<file path="config.mk">
export PLATFORM = sky130hd
export DESIGN_NAME = psdmultiply
export DESIGN_NICKNAME = d
export VERILOG_FILES = /design/src/rtl/psd_pkg.sv /design/src/rtl/psd_addshift_step.sv /design/src/rtl/psdmultiply.sv
export SDC_FILE = /design/constraint.sdc
export NUM_CORES = 1
export LEC_CHECK = 0
export CAP_MARGIN = 40
export CELL_PAD_IN_SITES_DETAIL_PLACEMENT = 0
export CELL_PAD_IN_SITES_GLOBAL_PLACEMENT = 1
export CORE_UTILIZATION = 44
export DETAILED_ROUTE_END_ITERATION = 16
export PLACE_DENSITY_LB_ADDON = 0.2
export RECOVER_POWER = 50
export SLEW_MARGIN = 20
export SYNTH_ARGS = -nofsm -noshare
export SYNTH_HDL_FRONTEND = slang
export SYNTH_HIERARCHICAL = 1
export SYNTH_SLANG_ARGS = --single-unit
</file>
<file path="constraint.sdc">
create_clock -name clock -period 8.9 [get_ports clock]
set_input_delay 2.225 -clock clock [delete_from_list [all_inputs] [get_ports clock]]
set_output_delay 2.225 -clock clock [all_outputs]
set_load 0.05 [all_outputs]
</file>
<file path="src/rtl/psd_pkg.sv">
// Shared arithmetic-unit definitions: default operand width and the
// multiplier/divider sequencer state encoding.
package psd_pkg;

    localparam int PSD_WIDTH = 32;

    typedef enum logic [1:0] {
        IDLE = 2'd0,
        BUSY = 2'd1,
        DONE = 2'd2
    } psd_mul_state_t;

endpackage

</file>
<file path="src/rtl/psd_addshift_step.sv">
// One shift-add multiplication step: conditionally accumulate the shifted
// multiplicand, then advance multiplicand left and multiplier right.
module psd_addshift_step #(
    parameter int WIDTH = 32
) (
    input  logic [2*WIDTH-1:0] acc,
    input  logic [2*WIDTH-1:0] mcand,
    input  logic [WIDTH-1:0]   mplier,
    output logic [2*WIDTH-1:0] acc_next,
    output logic [2*WIDTH-1:0] mcand_next,
    output logic [WIDTH-1:0]   mplier_next
);

    // Partial products never exceed 2*WIDTH bits, so the sum cannot wrap.
    assign acc_next    = mplier[0] ? acc + mcand : acc;
    assign mcand_next  = mcand << 1;
    assign mplier_next = mplier >> 1;

endmodule

</file>
<file path="src/rtl/psdmultiply.sv">
// Sequential unsigned shift-add multiplier, one multiplier bit per clock.
// Define PSDMULT_EARLY_EXIT_EN to finish as soon as the multiplier is exhausted.
module psdmultiply
    import psd_pkg::*;
#(
    parameter int WIDTH = PSD_WIDTH
) (
    input  logic               clock,
    input  logic               reset,
    input  logic               start,
    input  logic [WIDTH-1:0]   multiplicand,
    input  logic [WIDTH-1:0]   multiplier,
    output logic               busy,
    output logic               done,
    output logic [2*WIDTH-1:0] product
);

    localparam int CW = (WIDTH > 1) ? $clog2(WIDTH) : 1;

    psd_mul_state_t     state;
    logic [2*WIDTH-1:0] acc;
    logic [2*WIDTH-1:0] mcand;
    logic [WIDTH-1:0]   mplier;
    logic [CW-1:0]      count;

    logic [2*WIDTH-1:0] acc_next;
    logic [2*WIDTH-1:0] mcand_next;
    logic [WIDTH-1:0]   mplier_next;
    logic               last_step;

    psd_addshift_step #(.WIDTH(WIDTH)) u_step (
        .acc         (acc),
        .mcand       (mcand),
        .mplier      (mplier),
        .acc_next    (acc_next),
        .mcand_next  (mcand_next),
        .mplier_next (mplier_next)
    );

`ifdef PSDMULT_EARLY_EXIT_EN
    // Termination is decided purely by an exhausted multiplier; count only tracks progress.
    assign last_step = (mplier == '0);
`else
    assign last_step = (count == CW'(WIDTH - 1));
`endif

    assign busy = (state != IDLE);

    always_ff @(posedge clock) begin
        if (reset) begin
            state   <= IDLE;
            done    <= 1'b0;
            product <= '0;
            acc     <= '0;
            mcand   <= '0;
            mplier  <= '0;
            count   <= '0;
        end else begin
            done <= 1'b0;
            case (state)
                IDLE: begin
                    if (start) begin
                        mcand  <= {{WIDTH{1'b0}}, multiplicand};
                        mplier <= multiplier;
                        acc    <= '0;
                        count  <= '0;
                        state  <= BUSY;
                    end
                end
                BUSY: begin
`ifdef PSDMULT_EARLY_EXIT_EN
                    if (last_step) begin
                        state <= DONE;
                    end else begin
                        acc    <= acc_next;
                        mcand  <= mcand_next;
                        mplier <= mplier_next;
                        count  <= count + 1'b1;
                    end
`else
                    acc    <= acc_next;
                    mcand  <= mcand_next;
                    mplier <= mplier_next;
                    count  <= count + 1'b1;
                    if (last_step)
                        state <= DONE;
`endif
                end
                DONE: begin
                    product <= acc;
                    done    <= 1'b1;
                    state   <= IDLE;
                end
                default: state <= IDLE;
            endcase
        end
    end

endmodule

</file>
Word level (Yosys, flattened, before mapping)
Cells that the tools add are included.
Storage, ports and cells
  input bits: 67
  flip-flop bits (word level): 232
Operators by class
  reductions and logical operators: 6
  $add $sub $neg: 2
  equality and inequality tests: 6
  muxes and demuxes: 13
Operators with widths (count)
  one-hot mux 64 bit (2 select lines): 2
  2-to-1 mux 64 bit: 3
  adder 64 bit: 1
  one-hot mux 32 bit (2 select lines): 1
  2-to-1 mux 32 bit: 1
  one-hot mux 5 bit (2 select lines): 1
  inequality test 2 bit (second input constant): 3
  adder 5 x 1 -> 5 bit (second input constant): 1
  equality test 5 bit (second input constant): 1
  2-to-1 mux 5 bit: 1
  2-to-1 mux 2 bit: 2
  one-hot mux 2 bit (2 select lines): 1
  AND reduction 2 bit: 2
  nonzero test 2 bit: 2
  AND reduction 3 bit: 1
  equality test 2 x 1 -> 1 bit (second input constant): 1
  equality test 2 bit (second input constant): 1
  zero test 2 bit: 1
  2-to-1 mux 1 bit: 1

Longest topological paths before layout
Gate-level depths: netlist of run 1.
  depth after elaboration: 3
  gate-level depth with buffers: 14
  mapped depth without buffers: 14

Cells and area by module
Netlist of run 1, hierarchy kept.
By module, submodules not included
  psdmultiply: seq. area each 4644.5 µm², instances 1, cells each 992, area each 8436.8 µm²
  psd_addshift_step: seq. area each 0.0 µm², instances 1, cells each 762, area each 5376.4 µm²

Least setup slack after synthesis of run 1
OpenSTA, ideal clock, no wires.
  path kind: reg-to-reg
  from: register acc[0]
  to: register acc[50]
  path slack: 5684 ps
  arrival time: 3089 ps
  library setup time: 128 ps
  stages on the path, launching flop included: 15
  cells stage by stage: dfxtp_1 ha_1 fa_1 a211o_1 o211ai_2 a2111o_1 a2111oi_4 nor2_2 o41a_1 o21bai_2 a21oi_1 xnor2_1 mux2_2 a22oi_1 nor2_1
Between the ends
  word-level cells in the longest chain between the ends: 3
Ends and longest elaborated chain
  start, declared: RTL line psdmultiply.sv:21  | logic [2*WIDTH-1:0] acc;
  start signal, assigned: RTL line psdmultiply.sv:81  | acc <= acc_next;
  adder 64 bit: RTL line psd_addshift_step.sv:15  | assign acc_next = mplier[0] ? acc + mcand : acc;
  2-to-1 mux 64 bit: RTL line psd_addshift_step.sv:15
  net acc_next[50]: RTL line psdmultiply.sv:26  | logic [2*WIDTH-1:0] acc_next;
  one-hot mux 64 bit (2 select lines): RTL line psdmultiply.sv:60  | case (state)
The timed path passes the listed nets, and every way through them passes these cells. The select of a mux whose other input is x is not followed.
A chain may end at the register's enable or synchronous reset.

Worst setup path after layout of run 1
  from: input port reset
  to: register acc[7]
RTL lines
  start, declared: RTL line psdmultiply.sv:9  | input logic reset,
No word-level cell between the ends.

==> results of run 1 <==
[worst max-delay path: stages]
cell      delay, ns
clkbuf_1       1.97
clkbuf_1       1.23
buf_16         0.34
nor2_1         0.08
[registers in the layout (all words and copies together) (netlist names)]
register,count
acc,64
count,5
done,1
mcand,64
mplier,32
product,64
state,2
[stage by stage]
| stage | utilization, % | worst slack (ns) | instance area, sq um | hold slack (ns) | instances |
|---|---|---|---|---|---|
| after floorplan | - | 5.68 | 13800 | 0.460 | 1755 |
| after global placement | 46.9 | 4.06 | 14400 | 0.442 | 2068 |
| after detailed placement | 47.4 | 4.45 | 14600 | 0.446 | 2073 |
| after CTS | 50.0 | 4.58 | 15400 | 0.455 | 2117 |
| after global routing | 50.0 | 2.99 | 15400 | 0.466 | 2117 |
| final | 50.0 | 3.36 | 15400 | 0.451 | 2117 |
[cell families (layout without fill, tap and decap cells)]
family                   Yosys count  in the layout  synth area share [%]
buffers and inverters            244            210                  9.92
flip-flops                       232            232                  33.6
XOR/XNOR                          55             55                  3.49
other                              1              2                0.0271
adder cells (fa/ha/maj)           66             66                  6.03
multiplexers                      54             54                  4.38
AO/OA/AOI/OAI                    547            547                  25.9
AND/OR/NAND/NOR                  555            555                  16.6
[worst paths after layout]
check / cells after the start / slack [ns] / start / endpoint
setup / recovery: 4 / 3.36 / reset / acc[7]
setup reg to reg: 14 / 5.03 / mcand[0] / acc[50]
hold reg to reg: 2 / 0.45 / product[8] / product[8]
hold / removal: 2 / 0.45 / product[8] / product[8]
[routing by layer]
metal / wire length (um) / up-vias / share of wire [%] / global-route usage [%]
met5: 0 / - / 0 / 0
met2: 15000 / 202 / 44 / 33.9
met1: 17100 / 5528 / 50 / 29.7
li1: - / 6007 / - / -
met3: 1280 / 29 / 3.8 / 2.63
met4: 527 / 0 / 1.6 / 4.20
[cell usage after synthesis, drive strengths merged (3+ instances only)]
| cell | count | share of area [%] |
|---|---|---|
| clkbuf | 67 | 1.8 |
| o211ai | 5 | 0.31 |
| mux2 | 52 | 4.2 |
| xnor2 | 37 | 2.3 |
| a211o | 3 | 0.19 |
| o31ai | 3 | 0.16 |
| o21bai | 19 | 1.1 |
| a21oi | 209 | 7.6 |
| nand3 | 11 | 0.40 |
| nand2b | 9 | 0.41 |
| or3 | 5 | 0.23 |
| buf | 157 | 7.5 |
| a31oi | 6 | 0.27 |
| and2 | 8 | 0.36 |
| o221ai | 3 | 0.19 |
| ha | 65 | 5.9 |
| nor3 | 16 | 0.58 |
| nor2b | 6 | 0.27 |
| or2 | 3 | 0.14 |
| and3 | 6 | 0.27 |
| a22oi | 99 | 5.4 |
| o21ai | 45 | 1.6 |
| o2111ai | 5 | 0.32 |
| dfxtp | 232 | 34 |
| a21o | 47 | 2.6 |
| a21boi | 5 | 0.27 |
| a211oi | 73 | 4.0 |
| nand4 | 21 | 0.95 |
| xor2 | 18 | 1.1 |
| inv | 20 | 0.54 |
| nand2 | 252 | 6.8 |
| nor2 | 210 | 5.7 |
| o211a | 4 | 0.29 |
[final cells by class]
| cell class | count | area [sq um] | area share (%) |
|---|---|---|---|
| well taps | 396 | 495 | 3.22 |
| clock buffers | 37 | 773 | 5.03 |
| inverters | 20 | 75.1 | 0.488 |
| flip-flops and latches | 232 | 4650 | 30.2 |
| multi-input cells | 1279 | 7830 | 50.9 |
| clock inverters | 7 | 42.5 | 0.277 |
| repair buffers | 146 | 1520 | 9.86 |
[power breakdown]
part	internal (uW)	leakage, uW	switching (uW)
Clock	600	0.000409	430
Sequential	1070	0.00189	23.3
Combinational	102	0.00365	146
Total	1770	0.00594	599
==> impl_metrics.py, run 1 <==
metrics = {
    "yosys": {
        "ys_warn_count": 6,
        "synth-seq-cells": 232,
        "yosysSeqAreaShare_pct": 33.6,
        "synthArstFlopShare_pct": 0,
        "synth_edf_count": 0,
        "synthCells": 1754,
        "ys.flop_type": "dfxtp_1",
        "syn_area_sq_mm": 0.0138,
        "postSynthAreaPerCell_sq_um": 7.88,
        "synth_cell_types": 67,
    },
    "detailed_routing": {
        "drc": 12,
        "via_per_inst": 5.56,
        "routed_wl_um": 33900,
        "drtIter0Drc": 697,
        "wire_per_inst_um": 16.0,
        "detail-route-antenna-nets": 0,
        "dr.pass1.iters": 11,
        "vias": 11800,
    },
    "global_routing": {
        "gr-total-overflow": 0,
        "grt_pass1_vias": 11000,
        "grt_max_degree": 81,
        "track_usage_pct": 20.9,
        "antenna_found_initial": 0,
        "grt_pass1_wl_um": 55800,
    },
    "timing": {
        "min_period_over_period_pct": 62.2,
        "setup_viol": 0,
        "final_hold_viol_count": 0,
        "grt_setup_unrepaired": "no",
        "slew_headroom_pct": -89.9,
        "drv_slew": 89,
        "finalClockSkew_ns": 0.00902,
        "max_freq_mhz": 181,
        "worst_pin_slew_ns": 2.85,
        "min_period_ns": 5.54,
        "setup_tns_ns": 0,
    },
    "floorplan": {
        "fp.dieH_um": 179,
        "io_pins": 133,
        "coreArea_sq_mm": 0.0307,
        "fp.dieW_um": 179,
        "dieArea_sq_mm": 0.0321,
        "rows": 64,
        "start_util_pct": 44.9,
    },
    "run_status": {
        "status": "complete, but fails checks",
        "violations": "DRC, capacitance limit, slew limit",
    },
    "cts": {
        "cts_buffers": 26,
        "clockBufferDepth": 3,
        "htreeDepth": 1,
        "clock-sinks": 232,
        "insertion_delay_ns": 0.53,
        "root_buffer": "clkbuf_16",
        "cts_setup_buffers": 0,
        "cts.reportedPaths.clkPinSlew_ns": 0.06,
        "hold_buffers": 0,
        "cts_repair_resize_count": 0,
        "cts_tree": "built",
    },
    "finish": {
        "layout_common_cells": "nand2_1, dfxtp_1, a21oi_1, nor2_1, clkdlybuf4s50_1",
        "fin_nets": 1838,
        "final_common_cell": "nand2_1",
        "drive_gt1_share_pct": 7.09,
        "diodes": 0,
        "area_growth_syn_to_layout_pct": 11.3,
        "n_fill_cell": 3065,
    },
    "place": {
        "gp_congestion": 0.882,
        "port_buffers": 132,
        "dpl.hpwl_um": 23200,
    },
    "pwr": {
        "peakVddDrop_uv": 134,
        "leakage_uw": 0.00594,
        "pwr_density_cell_mw_per_mm2": 154,
        "power.total_uw": 2370,
    },
    "setup_path": {
        "crit_path_end_kind": "flip-flop",
        "cp.required_ns": 9.31,
        "cp_max_fo": 66,
        "cp-start-kind": "input pin",
        "criticalPathCategory": "input pin to flip-flop",
        "arrival_ns": 5.95,
    },
    "worst_hold_path": {
        "hp-class": "flip-flop to flip-flop",
    },
    "flow_run": {
        "drv_cap": 2,
    },
}
(Power assumes the default switching activity.)
==> run 2, diff against run 1 <==
CORE_UTILIZATION = 39   (was 44)
clock period = 4.95 ns   (was 8.9 ns; I/O delays follow)
==> run 2 against run 1 <==
Net effect: the run ends with capacitance limit, slew limit left; global-route usage down 0.84 points; clock power is 95% higher; largest power group is now the clock network; clock skew up 0.0065 ns; critical endpoint is now mcand[0]; critical path type unchanged; power up 87%; register-to-register slack worse by 3.9 ns; non-clock buffer count up 6; clock-buffer cell count grew 1; setup slack worse by 2.6 ns; final cell count grew 3.4%; core utilization decreased by 5.3 points; routed wire length grew 7.0%; first-iteration DRC count is 5.5% higher.
==> impl_metrics.py, run 2 (synthesis results as in run 1) <==
metrics = {
    "run_status": {
        "status": "complete, but fails checks",
        "violations": "capacitance limit, slew limit",
    },
    "setup_path": {
        "cp.required_ns": 5.38,
        "crit_path_start": "start",
        "criticalPathCategory": "input pin to flip-flop",
        "cp-start-kind": "input pin",
        "crit_path_end_kind": "flip-flop",
        "r2r_slack_ns": 1.10,
        "r2r_cells": 14,
        "r2r_start": "acc[0]",
        "arrival_ns": 4.64,
        "cp_max_fo": 38,
        "timing.rr.end": "acc[62]",
        "critPathCapture": "mcand[0]",
    },
    "detailed_routing": {
        "drtIter0Drc": 735,
        "detail-route-antenna-nets": 0,
        "wire_per_inst_um": 16.6,
        "dr.pass1.iters": 5,
        "via_per_inst": 5.35,
        "routed_wl_um": 36300,
        "drc": 0,
        "vias": 11700,
    },
    "finish": {
        "final_common_cell": "nand2_1",
        "area_growth_syn_to_layout_pct": 12.2,
        "fin_util_pct": 44.7,
        "layout_common_cells": "nand2_1, dfxtp_1, a21oi_1, nor2_1, clkdlybuf4s50_1",
        "reg_top3": "acc x64, mcand x64, product x64",
        "diodes": 0,
        "fin_nets": 1845,
        "multiInputGateArea_sq_mm": 0.00781,
        "fin_cells": 2188,
        "regArea_sq_mm": 0.00465,
        "drive_gt1_share_pct": 7.33,
        "n_fill_cell": 3592,
    },
    "global_routing": {
        "gr-total-overflow": 0,
        "use_met1_pct": 27.9,
        "busiest_layer": "met2",
        "grt_use_met2_pct": 32.8,
        "grt_pass1_vias": 11600,
        "use_met3_pct": 3.14,
        "grt_max_degree": 129,
        "antenna_found_initial": 0,
        "grt_pass1_wl_um": 60300,
        "track_usage_pct": 20.1,
    },
    "timing": {
        "setup_viol": 0,
        "worst_pin_slew_ns": 1.97,
        "drv_slew": 92,
        "grt_setup_unrepaired": "no",
        "finalClockSkew_ns": 0.0155,
        "setup_tns_ns": 0,
        "final_hold_viol_count": 0,
        "slew_headroom_pct": -31.6,
        "min_period_over_period_pct": 85.2,
        "max_freq_mhz": 237,
        "min_period_ns": 4.22,
    },
    "floorplan": {
        "dieArea_sq_mm": 0.0362,
        "rows": 68,
        "coreArea_sq_mm": 0.0347,
        "io_pins": 133,
        "fp.dieW_um": 190,
        "fp.dieH_um": 190,
        "start_util_pct": 39.8,
    },
    "worst_hold_path": {
        "hp-class": "flip-flop to flip-flop",
    },
    "cts": {
        "hold_buffers": 0,
        "cts_repair_resize_count": 0,
        "htreeDepth": 1,
        "cts_tree": "built",
        "root_buffer": "clkbuf_16",
        "clock-sinks": 232,
        "insertion_delay_ns": 0.55,
        "cts_setup_buffers": 0,
        "clockBufferDepth": 3,
        "cts_buffers": 27,
        "cts.reportedPaths.clkPinSlew_ns": 0.06,
    },
    "place": {
        "port_buffers": 132,
        "dpl.hpwl_um": 25100,
        "dpl.cell_count": 2137,
        "gp_congestion": 0.866,
    },
    "flow_run": {
        "drv_cap": 1,
    },
    "pwr": {
        "peakVddDrop_uv": 229,
        "pwr_density_cell_mw_per_mm2": 285,
        "leakage_uw": 0.00595,
    },
}
run 2: cell types whose count changed in the layout (fill, tap and decap cells not counted), sizes merged:
cell | before | now
buf | 13 | 14
bufinv | 0 | 2
clkbuf | 39 | 45
clkdlybuf4s50 | 131 | 130
clkinv | 6 | 4
clkinvlp | 0 | 5
dlygate4sd3 | 0 | 1
run 2: final cells by class:
cell class                      instances  share of cell area (%)
Clock buffer                           38                    4.95
Timing Repair Buffer                  152                    9.65
Inverter                               20                   0.484
Multi-Input combinational cell       1279                    50.4
Clock inverter                         12                   0.864
Sequential cell                       232                    30.0
Tap cell                              455                    3.67
run 2: worst min-delay path by stage:
stage | depth (start not counted) | end | slack [ns] | startpoint
2_1_floorplan | 2 | product[37] | 0.46 | acc[37]
4_1_cts | 2 | mplier[18] | 0.45 | mplier[19]
3_3_place_gp | 2 | mplier[0] | 0.44 | mplier[1]
5_1_grt | 2 | mplier[8] | 0.47 | mplier[9]
6_report | 2 | mplier[18] | 0.45 | mplier[19]
3_5_place_dp | 2 | mplier[5] | 0.45 | mplier[6]
run 2: per-layer routing:
metal,wire [um],up-vias
met5,0,-
met3,1490,37
met4,467,0
met1,18000,5491
li1,-,6009
met2,16300,177
run 2: worst max-delay path, cell delays in order:
cell and delay [ns]:
dlygate4sd3_1 0.57, o21bai_1 0.49, clkbuf_1 0.97, clkbuf_2 0.86, a21oi_1 0.22, a211oi_1 0.27
run 2: per-stage QoR:
step           setup slack [ns]  hold WS [ns]  total power, uW  cell area [sq um]
2_1_floorplan              1.73         0.460             2360              13800
3_3_place_gp               1.21         0.442             2450              14600
3_5_place_dp               1.14         0.448             2460              14700
4_1_cts                    1.11         0.452             4500              15600
5_1_grt                   0.528         0.468             4630              15500
6_report                  0.733         0.447             4420              15500
run 2: power breakdown:
part	leakage (uW)	total [uW]	switching, uW	internal [uW]
clock network	0.000425	2010	826	1190
registers	0.00189	1960	41.9	1920
logic	0.00364	445	267	178
